**config.mk**
```make
export PLATFORM = sky130hd
export DESIGN_NAME = mc_controller
export DESIGN_NICKNAME = d
export VERILOG_FILES = /design/src/rtl/mc_controller.sv
export SDC_FILE = /design/constraint.sdc
export NUM_CORES = 1
export LEC_CHECK = 0
export ABC_AREA = 1
export BUFFER_PORTS_ARGS = -buffer_cell sky130_fd_sc_hd__buf_2
export CORE_MARGIN = 2
export CORE_UTILIZATION = 40
export CTS_BUF_LIST = sky130_fd_sc_hd__clkbuf_4 sky130_fd_sc_hd__clkbuf_8
export CTS_CLUSTER_SIZE = 25
export DETAILED_ROUTE_END_ITERATION = 10
export GPL_ROUTABILITY_DRIVEN = 0
export GPL_TIMING_DRIVEN = 0
export SLEW_MARGIN = 10
export SYNTH_ARGS = -nofsm -noshare
export SYNTH_HDL_FRONTEND = slang
export SYNTH_SLANG_ARGS = --single-unit
```
**constraint.sdc**
```tcl
create_clock -name clk_i -period 2.8 [get_ports clk_i]
set_input_delay 0.56 -clock clk_i [delete_from_list [all_inputs] [get_ports clk_i]]
set_output_delay 0.56 -clock clk_i [all_outputs]
set_load 0.03 [all_outputs]
```
**src/rtl/mc_controller.sv**
```systemverilog
// Multicycle control FSM for the 32-bit RISC core: sequences fetch/decode/execute/memory/writeback,
// drives datapath enables and aluop, flags undefined opcodes and counts retired instructions.
module mc_controller #(
    parameter int CNT_WIDTH = 32
) (
    input  logic                 clk_i,
    input  logic                 reset_i,
    input  logic [3:0]           op_i,
    input  logic                 mem_ready_i,
    output logic                 pcwrite_o,
    output logic                 branch_o,
    output logic                 iord_o,
    output logic                 memwrite_o,
    output logic                 irwrite_o,
    output logic                 regwrite_o,
    output logic                 regdst_o,
    output logic                 memtoreg_o,
    output logic                 alusrca_o,
    output logic [1:0]           alusrcb_o,
    output logic [1:0]           pcsrc_o,
    output logic [1:0]           aluop_o,
    output logic                 illegal_op_o,
    output logic                 instr_done_o,
    output logic [3:0]           state_o,
    output logic [CNT_WIDTH-1:0] instret_o
);

    // state  | meaning
    // FETCH  | read instruction at PC, PC+4, wait for mem_ready
    // DECODE | register read, branch target into ALUOut, dispatch on op
    // MEMADR | effective address for lw/sw
    // MEMRD  | load data read, wait for mem_ready
    // MEMWB  | load data to rt
    // MEMWR  | store, strobe held until mem_ready
    // EXEC   | R-type ALU operation
    // ALUWB  | R-type result to rd
    // BRANCH | beq compare, conditional PC write
    // IMMEX  | addi/slti ALU operation with sign-extended immediate
    // IMMWB  | immediate result to rt
    // JUMP   | PC <= jump target
    typedef enum logic [3:0] {
        S_FETCH  = 4'd0,
        S_DECODE = 4'd1,
        S_MEMADR = 4'd2,
        S_MEMRD  = 4'd3,
        S_MEMWB  = 4'd4,
        S_MEMWR  = 4'd5,
        S_EXEC   = 4'd6,
        S_ALUWB  = 4'd7,
        S_BRANCH = 4'd8,
        S_IMMEX  = 4'd9,
        S_IMMWB  = 4'd10,
        S_JUMP   = 4'd11
    } state_t;

    localparam logic [3:0] OP_R    = 4'b0000;
    localparam logic [3:0] OP_ADDI = 4'b0001;
    localparam logic [3:0] OP_SLTI = 4'b0010;
    localparam logic [3:0] OP_LW   = 4'b0011;
    localparam logic [3:0] OP_SW   = 4'b0100;
    localparam logic [3:0] OP_BEQ  = 4'b0101;
    localparam logic [3:0] OP_J    = 4'b0110;

    state_t               state_q, state_d;
    logic [CNT_WIDTH-1:0] instret_q, instret_d;

    always_ff @(posedge clk_i) begin
        if (reset_i) begin
            state_q   <= S_FETCH;
            instret_q <= '0;
        end else begin
            state_q   <= state_d;
            instret_q <= instret_d;
        end
    end

    always_comb begin
        state_d      = state_q;
        pcwrite_o    = 1'b0;
        branch_o     = 1'b0;
        iord_o       = 1'b0;
        memwrite_o   = 1'b0;
        irwrite_o    = 1'b0;
        regwrite_o   = 1'b0;
        regdst_o     = 1'b0;
        memtoreg_o   = 1'b0;
        alusrca_o    = 1'b0;
        alusrcb_o    = 2'b00;
        pcsrc_o      = 2'b00;
        aluop_o      = 2'b00;
        illegal_op_o = 1'b0;
        instr_done_o = 1'b0;
        state_o      = state_q;
        instret_o    = instret_q;

        case (state_q)
            S_FETCH: begin
                alusrcb_o = 2'b01;
                aluop_o   = 2'b11;
                irwrite_o = mem_ready_i;
                pcwrite_o = mem_ready_i;
                if (mem_ready_i) state_d = S_DECODE;
            end
            S_DECODE: begin
                alusrcb_o = 2'b11;
                aluop_o   = 2'b11;
                case (op_i)
                    OP_LW, OP_SW:     state_d = S_MEMADR;
                    OP_R:             state_d = S_EXEC;
                    OP_ADDI, OP_SLTI: state_d = S_IMMEX;
                    OP_BEQ:           state_d = S_BRANCH;
                    OP_J:             state_d = S_JUMP;
                    default: begin
                        illegal_op_o = 1'b1;
                        state_d      = S_FETCH;
                    end
                endcase
            end
            S_MEMADR: begin
                alusrca_o = 1'b1;
                alusrcb_o = 2'b10;
                aluop_o   = 2'b11;
                state_d   = (op_i == OP_LW) ? S_MEMRD : S_MEMWR;
            end
            S_MEMRD: begin
                iord_o = 1'b1;
                if (mem_ready_i) state_d = S_MEMWB;
            end
            S_MEMWB: begin
                memtoreg_o   = 1'b1;
                regwrite_o   = 1'b1;
                instr_done_o = 1'b1;
                state_d      = S_FETCH;
            end
            S_MEMWR: begin
                iord_o       = 1'b1;
                memwrite_o   = 1'b1;
                instr_done_o = mem_ready_i;
                if (mem_ready_i) state_d = S_FETCH;
            end
            S_EXEC: begin
                alusrca_o = 1'b1;
                state_d   = S_ALUWB;
            end
            S_ALUWB: begin
                regdst_o     = 1'b1;
                regwrite_o   = 1'b1;
                instr_done_o = 1'b1;
                state_d      = S_FETCH;
            end
            S_BRANCH: begin
                alusrca_o    = 1'b1;
                aluop_o      = 2'b10;
                branch_o     = 1'b1;
                pcsrc_o      = 2'b01;
                instr_done_o = 1'b1;
                state_d      = S_FETCH;
            end
            S_IMMEX: begin
                alusrca_o = 1'b1;
                alusrcb_o = 2'b10;
                aluop_o   = (op_i == OP_SLTI) ? 2'b01 : 2'b11;
                state_d   = S_IMMWB;
            end
            S_IMMWB: begin
                regwrite_o   = 1'b1;
                instr_done_o = 1'b1;
                state_d      = S_FETCH;
            end
            S_JUMP: begin
                pcsrc_o      = 2'b10;
                pcwrite_o    = 1'b1;
                instr_done_o = 1'b1;
                state_d      = S_FETCH;
            end
            default: state_d = S_FETCH;
        endcase

        // Reset masks every output so no strobe or pulse escapes during an abandoned instruction.
        if (reset_i) begin
            pcwrite_o    = 1'b0;
            branch_o     = 1'b0;
            iord_o       = 1'b0;
            memwrite_o   = 1'b0;
            irwrite_o    = 1'b0;
            regwrite_o   = 1'b0;
            regdst_o     = 1'b0;
            memtoreg_o   = 1'b0;
            alusrca_o    = 1'b0;
            alusrcb_o    = 2'b00;
            pcsrc_o      = 2'b00;
            aluop_o      = 2'b00;
            illegal_op_o = 1'b0;
            instr_done_o = 1'b0;
            state_o      = 4'd0;
            instret_o    = '0;
        end

        instret_d = instret_q + {{(CNT_WIDTH-1){1'b0}}, instr_done_o};
    end

endmodule
```
==> metrics.yaml <==
timing:
  maxSlewViolCount: 0
  whs_ps: 480
  fin_crit_sh: 0.889
  min_period_ps: 2490
  finalClockSkew_ps: 8.48
  setup_viol: 0
  fmax_ghz: 0.402
  finalHoldViolations: 0
  finalSetupTns_ps: 0
  rsz0062_at_grt: "false"
  slew_headroom: 0.599
  worstMarginPinSlew_ps: 601
clocking:
  htreeDepth: 2
  numCtsBuffers: 5
  cts_max_path_buffers: 2
  cts_tree: "done"
  cts_hold_buffers: 0
  clk_latency_ps: 290
  clock_sinks: 36
  cts_root_buf: "clkbuf_8"
  clkTransAtPathRegs_ps: 70
floorplan:
  rows: 28
  start_util: 0.418
  die_area_um2: 6870
  coreArea_um2: 5960
  die_h_um: 82.9
  pin_count: 60
  fp.dieW_um: 82.9
finish:
  layout_commonest_cell: "nand2_1"
  mostFrequentLayoutCells: "nand2_1 (111), nor2_1 (98), buf_2 (62)"
  nets: 506
  drive_gt1_frac: 0.201
  multi_input_area_um2: 1480
  areaGrowthSynthToFinish_pct: 19.6
  diodes: 0
  ff_latch_area_um2: 721
  fillers: 662
global_route:
  antenna_found_initial: 0
  met2_usage: 0.356
  grt_pass1_vias: 2413
  grtUsageMet3: 0.0368
  grt-busiest-layer: "met2"
  grt_pass1_wl_mm: 11.0
  grt_remaining_overflow: 0
  met1_usage: 0.231
  grt_max_degree: 11
  grt_usage: 0.195
drt:
  viasPerCell: 4.75
  drc: 0
  drt_iter0_drc: 151
  detail-route-antenna-nets: 0
  dr.pass1.iters: 4
  wl_per_cell_um: 11.8
  drt_wl_total_mm: 6.75
  num_vias: 2724
run_status:
  outcome: "complete, no violations"
power_and_ir_drop:
  power.share.switching: 0.318
  ir_worst_vdd_v: 0.000227
  pwr-share-clk: 0.346
  pwr-share-comb: 0.201
  power.share.sequential: 0.453
  power_density_nw_per_um2: 396
  internal_power_uw: 805
  switchingPower_uw: 375
  p_leak_uw: 0.00133
synth:
  yosysWarnings: 0
  ys_ff_latch: 36
  syn_inst: 431
  syn_area_per_cell_um2: 5.78
  netlist-cell-type-count: 24
  synthesis.nets: 440
  ys_seq_area_frac: 0.289
  synth.cell_area_um2: 2490
hold_path:
  hp-class: "reg -> reg"
  min-delay-start: "instret_q[31]$_SDFF_PP0_"
  hold_end: "instret_q[31]$_SDFF_PP0_"
  worstHoldPathCells: 2
critical_path:
  r2r-end: "instret_q[18]$_SDFF_PP0_"
  crit_type: "reg -> reg"
  cp.arrival_ps: 2670
  r2r_cells: 14
  required_ps: 2980
  worstPathMaxFanout: 4
  setup.worst_path.end_class: "flop"
  start_kind: "flop"
  r2r_slack_ps: 310
  r2r-start: "state_q[3]$_SDFFE_PP0P_"
placed_design:
  port-buffer-count: 58
  dpl.hpwl_mm: 5.41
run:
  cap_violations: 0
area by class of cell:
cell class	count	area share
multi-input cells	321	0.498
flip-flops and latches	36	0.242
repair buffers	59	0.0999
inverters	64	0.0806
clock buffers	8	0.0327
well taps	75	0.0315
plain buffers	10	0.0155
registers in the layout, indices dropped and copies added (netlist names):
name	cells
instret_q	32
state_q	4
power groups by stage:
| stage | clock, uW | combinational (uW) | sequential [uW] |
|---|---|---|---|
| 6_report | 408 | 237 | 535 |
| 5_1_grt | 444 | 266 | 536 |
| 4_1_cts | 416 | 239 | 534 |
| 3_5_place_dp | 0 | 238 | 546 |
| 3_3_place_gp | 0 | 240 | 547 |
| 2_1_floorplan | 0 | 177 | 542 |
through the flow:
step                total power (uW)  worst slack, ps  cells  area [um^2]   util
global route                    1250             11.3    573         2980  0.500
floorplan                        719             91.7    431         2490      -
global placement                 786              192    564         2880  0.483
detailed placement               784              151    564         2880  0.483
CTS                             1190              300    572         2970  0.499
finish                          1180              312    573         2980  0.500
critical path, stage by stage (launching register included):
cell	delay, ps
dfxtp_1	370
inv_1	90
nor2_1	170
inv_1	110
nor2_1	130
nor2_1	60
a31oi_1	210
ha_1	220
ha_1	230
nand3_2	140
nor2_4	170
buf_4	140
nand4_1	110
o21ai_0	170
nor2_1	50
timing repair:
action                                  4_1_cts  5_1_grt
setup buffers                                 0        1
gates resized for setup                       0        0
endpoints found under the setup margin        0        1
cells in the mapped netlist:
| master | count | area [um^2] |
|---|---|---|
| a21oi_1 | 33 | 165 |
| a21oi_2 | 2 | 17.5 |
| a31oi_1 | 1 | 6.26 |
| buf_2 | 4 | 20.0 |
| buf_4 | 1 | 7.51 |
| clkbuf_1 | 5 | 18.8 |
| clkinv_1 | 1 | 3.75 |
| dfxtp_1 | 36 | 721 |
| ha_1 | 2 | 25.0 |
| inv_1 | 61 | 229 |
| inv_2 | 2 | 7.51 |
| nand2_1 | 111 | 417 |
| nand2_2 | 4 | 25.0 |
| nand2_4 | 2 | 22.5 |
| nand3_1 | 25 | 125 |
| nand3_2 | 3 | 30.0 |
| nand4_1 | 3 | 18.8 |
| nor2_1 | 98 | 368 |
| nor2_2 | 7 | 43.8 |
| nor2_4 | 6 | 67.6 |
| nor2_8 | 2 | 40.0 |
| nor3_1 | 6 | 30.0 |
| o21a_1 | 1 | 7.51 |
| o21ai_0 | 15 | 75.1 |
metal layers:
metal  wire length, um  share of wire  vias up
met5                 0              0        -
met4                93          0.014        0
met3               313          0.046        8
met2              3310           0.49       62
met1              3040           0.45     1195
li1                  -              -     1459
worst max-delay path by stage:
stage	slack (ps)	startpoint	to
final	310	state_q[3]$_SDFFE_PP0P_	instret_q[18]$_SDFF_PP0_
after global routing	10	state_q[3]$_SDFFE_PP0P_	instret_q[20]$_SDFF_PP0_
after floorplan	90	reset_i	instret_q[20]$_SDFF_PP0_
after global placement	190	reset_i	instret_q[20]$_SDFF_PP0_
after detailed placement	150	reset_i	instret_q[20]$_SDFF_PP0_
after CTS	300	state_q[3]$_SDFFE_PP0P_	instret_q[20]$_SDFF_PP0_
kinds of logic (layout without fill, tap and decap cells):
kind of cell	Yosys count	in the layout	share of synthesized area
and+or+nand+nor	267	267	0.477
buffers and inverters	74	141	0.115
AOI/OAI and AO/OA	52	52	0.109
DFF	36	36	0.289
adders and majority gates	2	2	0.0100
(Power assumes the default switching activity.)
